--- config.mk ---
export PLATFORM = sky130hd
export DESIGN_NAME = tile_stream_reader
export DESIGN_NICKNAME = d
export VERILOG_FILES = /design/src/rtl/tile_stream_reader.sv
export SDC_FILE = /design/constraint.sdc
export NUM_CORES = 1
export LEC_CHECK = 0
export ABC_AREA = 1
export BUFFER_PORTS_ARGS = -buffer_cell sky130_fd_sc_hd__buf_4
export CAP_MARGIN = 40
export CORE_MARGIN = 2
export CORE_UTILIZATION = 55
export DETAILED_ROUTE_END_ITERATION = 10
export GPL_TIMING_DRIVEN = 1
export PLACE_DENSITY = 0.84
export SLEW_MARGIN = 20
export SYNTH_ARGS = -nofsm -noshare
export SYNTH_HDL_FRONTEND = slang
export SYNTH_SLANG_ARGS = --single-unit
--- constraint.sdc ---
create_clock -name clk -period 1.75 [get_ports clk]
set_input_delay 0.175 -clock clk [delete_from_list [all_inputs] [get_ports clk]]
set_output_delay 0.175 -clock clk [all_outputs]
set_load 0.05 [all_outputs]
--- src/rtl/tile_stream_reader.sv ---
// Burst reader from a one-cycle-latency tile memory into a valid/ready stream.
// Optional macro TILE_READER_STRIDE_EN adds a per-command address stride input.
module tile_stream_reader #(
  parameter int W     = 32,
  parameter int DEPTH = 1024,
  localparam int AW   = $clog2(DEPTH)
) (
  input  logic          clk,
  input  logic          rst_n,
  input  logic          start,
  input  logic [AW-1:0] base_addr,
  input  logic [AW:0]   len,
`ifdef TILE_READER_STRIDE_EN
  input  logic [AW-1:0] stride,
`endif
  output logic          busy,
  output logic          done,
  output logic          mem_re,
  output logic [AW-1:0] mem_raddr,
  input  logic [W-1:0]  mem_rdata,
  output logic          m_valid,
  input  logic          m_ready,
  output logic [W-1:0]  m_data,
  output logic          m_last
);

  typedef enum logic [1:0] {IDLE, RUN, FLUSH} state_e;

  localparam logic [AW:0] DepthW = (AW+1)'(DEPTH);
  localparam logic [AW:0] LenOne = 1;

  state_e        state_q, state_d;
  logic [AW-1:0] addr_q;
  logic [AW:0]   len_q, issued_q, sent_q;
  logic          inflight_q, done_q;
  logic [W-1:0]  fifo_q [3];
  logic [1:0]    wrPtr_q, rdPtr_q, count_q;

  logic          accept, push, pop, doneSet;
  logic [2:0]    occ;
  logic [AW:0]   step, addrSum;
  logic [AW-1:0] addrNext;

  // Start is refused while done is still showing so the two never coincide.
  assign accept  = (state_q == IDLE) && start && !done_q;
  assign push    = inflight_q;
  assign pop     = m_valid && m_ready;
  assign occ     = {1'b0, count_q} + {2'b00, inflight_q};
  assign doneSet = (accept && (len == '0)) || ((state_q == FLUSH) && pop && m_last);

`ifdef TILE_READER_STRIDE_EN
  logic [AW-1:0] stride_q;
  assign step = ({1'b0, stride_q} >= DepthW) ? ({1'b0, stride_q} - DepthW) : {1'b0, stride_q};
`else
  assign step = LenOne;
`endif

  // Addresses wrap modulo DEPTH even when DEPTH is not a power of two.
  assign addrSum  = {1'b0, addr_q} + step;
  assign addrNext = (addrSum >= DepthW) ? AW'(addrSum - DepthW) : addrSum[AW-1:0];

  always_ff @(posedge clk or negedge rst_n) begin
    if (!rst_n) begin
      state_q <= IDLE;
    end else begin
      state_q <= state_d;
    end
  end

  always_comb begin
    state_d = state_q;
    case (state_q)
      IDLE:    if (accept && (len != '0)) state_d = RUN;
      RUN:     if (issued_q == len_q) state_d = FLUSH;
      FLUSH:   if (pop && m_last) state_d = IDLE;
      default: state_d = IDLE;
    endcase
  end

  // Credit rule: FIFO contents plus the in-flight read never exceed three words.
  always_comb begin
    busy      = (state_q != IDLE);
    done      = done_q;
    mem_re    = (state_q == RUN) && (issued_q != len_q) && (occ < 3'd3);
    mem_raddr = addr_q;
    m_valid   = (count_q != 2'd0);
    m_data    = fifo_q[rdPtr_q];
    m_last    = m_valid && (sent_q == (len_q - LenOne));
  end

  always_ff @(posedge clk or negedge rst_n) begin
    if (!rst_n) begin
      addr_q     <= '0;
      len_q      <= '0;
      issued_q   <= '0;
      sent_q     <= '0;
      inflight_q <= 1'b0;
      done_q     <= 1'b0;
      wrPtr_q    <= 2'd0;
      rdPtr_q    <= 2'd0;
      count_q    <= 2'd0;
      for (int i = 0; i < 3; i++) fifo_q[i] <= '0;
`ifdef TILE_READER_STRIDE_EN
      stride_q   <= '0;
`endif
    end else begin
      inflight_q <= mem_re;
      done_q     <= doneSet;
      if (accept) begin
        addr_q   <= base_addr;
        len_q    <= len;
        issued_q <= '0;
        sent_q   <= '0;
`ifdef TILE_READER_STRIDE_EN
        stride_q <= stride;
`endif
      end else if (mem_re) begin
        addr_q   <= addrNext;
        issued_q <= issued_q + LenOne;
      end
      if (push) begin
        fifo_q[wrPtr_q] <= mem_rdata;
        wrPtr_q         <= (wrPtr_q == 2'd2) ? 2'd0 : wrPtr_q + 2'd1;
      end
      if (pop) begin
        rdPtr_q <= (rdPtr_q == 2'd2) ? 2'd0 : rdPtr_q + 2'd1;
        sent_q  <= sent_q + LenOne;
      end
      if (push && !pop) begin
        count_q <= count_q + 2'd1;
      end else if (pop && !push) begin
        count_q <= count_q - 2'd1;
      end
    end
  end

endmodule

* Word level (Yosys, flattened, before mapping)
Index checks and enable logic that the tools add are counted.
** Word-level totals
- Bits in read-only memories :: 0
- Flip-flop bits (word level) :: 149
- Latch bits :: 0
- Input bits :: 57
- Memory bits (writable) :: 0
- Output and inout bits :: 47
- Memories kept :: 0
** Cells by class
- Order comparisons :: 5
- Div/mod/pow operators :: 0
- Add/subtract/negate cells :: 10
- Multiply operators :: 0
- Shifts and indexed selects :: 0
- Muxes and demuxes :: 21
- Reduce and logical (&&, ||, !) cells :: 27
- Bitwise gates (word level) :: 2
- Eq/ne operators :: 10
** Operators by type and width (count)
- bitwise mux 96 bit :: 1
- 2-to-1 mux 32 bit :: 3
- binary-select mux 32 bit (select 2 bit) :: 1
- demux 32 bit (select 2 bit) :: 1
- 2-to-1 mux 11 bit :: 4
- 2-to-1 mux 10 bit :: 3
- adder 11 x 1 -> 11 bit, second input constant :: 2
- == test 11 bit :: 2
- logical AND 1 bit :: 14
- 2-to-1 mux 2 bit :: 7
- adder 10 x 1 -> 11 bit, second input constant :: 1
- greater-or-equal comparator 11 bit, second input constant :: 1
- logical NOT 11 bit :: 1
- != test 11 bit :: 1
- nonzero test 11 bit :: 1
- subtractor 11 x 1 -> 11 bit, second input constant :: 1
- nonzero test 2 bit :: 5
- subtractor 10 x 1 -> 10 bit, second input constant :: 1
- adder 2 x 1 -> 2 bit, second input constant :: 3
- == test 2 bit, second input constant :: 3
- greater-or-equal comparator 3 bit, second input constant :: 2
- inverter 2 -> 3 bit :: 2
- one-hot mux 2 bit (3 select lines) :: 1
- != test 2 x 1 -> 1 bit, second input constant :: 2
- other kinds (10) :: 12

* Longest topological paths before layout
- Depth after elaboration :: 6
- Mapped depth :: 14

* Least setup slack after synthesis
Ideal clock, no wire load.
- Kind :: reg2out
- From :: reg len_q[0]
- To :: out m_last
- Cell stages (with the launch flop) :: 11
- Setup slack :: -0.621 ns
- Buffers on the path :: 0
- Data required time :: 1.575 ns
- Data arrival time :: 2.196 ns
- Path through :: dfrtp_1 > inv_1 > ha_1 > nand2_1 > nor2_1 > nand2_1 > nand2_1 > nand2_1 > nand2_1 > nand2_1 > nor4_2
** Between the ends
- Cells in the longest elaborated chain, start to end :: 3
** Ends and longest elaborated chain
- from (decl) :: line 34 : logic [AW:0] len_q, issued_q, sent_q;
- from (signal assigned) :: line 111 : len_q <= len;
- subtractor 11 x 1 -> 11 bit :: line 88 : m_last = m_valid && (sent_q == (len_q - LenOne));
- == test 11 bit :: line 88
- logical AND 1 bit :: line 88
- to (decl) :: line 24 : output logic m_last
Every way passes these cells.

* Worst setup path in the final report
- From :: reg len_q[5]
- To :: out m_last
The elaborated chain is that of the path after synthesis.

==> results.sh <==
export IMPL_status="finished with violations"
export IMPL_violations="negative setup slack"
export IMPL_clk_latency_ns=0.45
export IMPL_setup_slack_ns=-0.773
export IMPL_postSynthCellCount=979
export IMPL_synthFlopType="dfrtp_1"
export IMPL_hold_slack_ns=0.0365
export IMPL_cts_clk_slew_worst_paths_ns=0.07
export IMPL_ant_nets=0
export IMPL_cp_start_kind="register"
export IMPL_synth_edff_count=0
export IMPL_synth_seq_area_share=0.494
export IMPL_die_area_sq_um=14700
export IMPL_setup_violations_final=62
export IMPL_gr_max_usage_layer="met2"
export IMPL_cap_violations=0
export IMPL_synthDistinctLibCells=34
export IMPL_routed_wl_microns=30000
export IMPL_grt_pass1_wl_microns=39300
export IMPL_grt_use_met1=0.420
export IMPL_synthArstFlopShare=1.00
export IMPL_yosys_warnings=0
export IMPL_num_vias=8669
export IMPL_synthesis_nets=1043
export IMPL_grt_pass1_vias=7960
export IMPL_placed_area_sq_um=8990
export IMPL_endpoint_kind="output port"
export IMPL_ios=104
export IMPL_rsz0062_at_grt="true"
export IMPL_relSlewSlack=0.592
export IMPL_grt_use_met3=0.0742
export IMPL_drc_errors=0
export IMPL_setup_tns_ns=-16.41
export IMPL_start_util=0.567
export IMPL_final_hold_viol_count=0
export IMPL_dr_first_iter_drc_count=1347
export IMPL_rows=42
export IMPL_slew_violations=0
export IMPL_synth_area_mux_share=0.00265
export IMPL_synth_avg_cell_area_sq_um=7.70
export IMPL_track_usage=0.345
export IMPL_worstHoldPathType="in -> reg"
export IMPL_antenna_found_initial=0
export IMPL_synth_adder_area_share=0.0116
export IMPL_critPathKind="reg -> out"
export IMPL_worstPathMaxFanout=5
export IMPL_post_dp_hpwl_microns=12900
export IMPL_portBuffers=103
export IMPL_fin_worst_skew_ns=0.0208
export IMPL_synth_xor_area_share=0.0300
export IMPL_period_share=1.44
export IMPL_die_h_microns=121
export IMPL_ctsRootBufferMaster="clkbuf_16"
export IMPL_cp_data_required_time_ns=1.57
export IMPL_yosys_area_share_simple=0.301
export IMPL_dpl_worst_slack_ns=-0.211
export IMPL_dieWidth_microns=121
export IMPL_fin_nets=1231
export IMPL_viasPerCell=6.39
export IMPL_grt_max_degree=61
export IMPL_syn_area_sq_um=7540
export IMPL_cts_made_buffers=17
export IMPL_synth_seq_cells=149
export IMPL_cts_max_path_buffers=2
export IMPL_tightest_slew_ns=0.605
export IMPL_period_needed_ns=2.52
export IMPL_h_tree_depth=4
export IMPL_overflow=0
export IMPL_diodes=0
export IMPL_cts_tree="yes"
export IMPL_fin_area_sq_um=11300
export IMPL_drt_pre_antenna_iters=9
export IMPL_gp_congestion=0.919
export IMPL_wl_per_cell_microns=22.1
export IMPL_drive_gt1_frac=0.330
export IMPL_synth_compound_area_frac=0.0919
export IMPL_synth_top_family_by_area="simple AND/OR/NAND/NOR gates"
export IMPL_grt_use_met2=0.571
export IMPL_syn2layout_area_growth_pct=50.1
export IMPL_cts_sinks=149
export IMPL_fmax_ghz=0.396
export IMPL_crit_arrival_ns=2.35
export IMPL_core_sq_um=13300
[layer usage]
metal,vias up,part of all wire
li1,3546,-
met1,4025,0.33
met2,824,0.47
met3,274,0.11
met4,0,0.080
met5,-,0
[worst paths after layout]
kind	startpoint	end	slack [ns]	depth (start not counted)
min in group asynchronous	rst_n	fifo_q[41]	0.22	2
setup / recovery	len_q[5]	m_last	-0.77	8
setup reg to reg	len_q[2]	issued_q[5]	-0.53	14
max in group asynchronous	rst_n	issued_q[6]	0.87	3
hold reg to reg	fifo_q[32]	fifo_q[32]	0.49	2
hold / removal	base_addr[1]	mem_raddr[1]	0.04	5
[cells in the final DEF (no fill, tap or decap), drive strengths merged]
cell         Yosys  routed
xor2            14      14
nand3b           1       1
nand3          122     122
nor4             5       5
nand4            9       9
xnor2           11      11
dlygate4sd3      0      11
nor3            13      13
ha               7       7
o21ai          118     118
a21oi           12      12
or2              4       4
dfrtp          149     149
a31o             1       1
clkinv           1       6
mux2i            2       2
clkbuf          37      21
clkinvlp         0       4
a22o             2       2
buf              8     200
o22ai            2       2
nor2            42      42
inv             84      87
bufinv           0       1
nand2          335     336
[cells in the mapped netlist, drive strengths merged (9+ instances only)]
library cell  instances  area [sq um]
a21oi                12          63.8
clkbuf               37           139
dfrtp               149          3730
inv                  84           315
nand2               335          1260
nand3               122           628
nand4                 9          56.3
nor2                 42           158
nor3                 13          86.3
o21ai               118           591
xnor2                11           104
xor2                 14           123
[cell type report]
cell class / instances / area, sq um
well taps: 176 / 220
clock buffers: 19 / 433
inverters: 85 / 324
fillers: 601 / 1980
clock inverters: 13 / 124
repair buffers: 213 / 2220
flip-flops and latches: 149 / 3730
multi-input cells: 701 / 4260
[flip-flops by register name, indices dropped and copies added (netlist names)]
signal,count
count_q,2
done,1
fifo_q,96
inflight_q,1
issued_q,11
len_q,11
mem_raddr,10
rdPtr_q,2
sent_q,11
state_q,2
wrPtr_q,2
[cells by family after synthesis]
kind of cell,Yosys count
AOI/OAI and AO/OA,135
xor gates and xnor gates,25
adders and majority gates,7
buffers and inverters,130
DFF,149
muxes,2
and+or+nand+nor,531
[through the flow]
step	cells	utilization
floorplan	979	-
global placement	1283	0.676
detailed placement	1283	0.676
CTS	1347	0.806
global route	1356	0.851
finish	1356	0.851
[worst max-delay path: stages, from the launching register on]
cell,delay [ns]
dfrtp_1,0.46
nor2_1,0.26
nand2_1,0.17
nor2_2,0.16
nand2_1,0.08
nand3_1,0.14
nand2_1,0.15
nor4_4,0.31
buf_6,0.20
[what timing repair did]
| action | in CTS | in global routing |
|---|---|---|
| pin swaps | 40 | 34 |
| hold endpoints to repair | 47 | 0 |
| gates cloned | 7 | 3 |
| setup endpoints to repair | 36 | 63 |
| setup buffers | 15 | 13 |
| hold buffers | 11 | 0 |
| resized for setup | 202 | 125 |
Power is not shown: default switching activity piles up to over one toggle a cycle in this logic, so the estimate is an artifact.
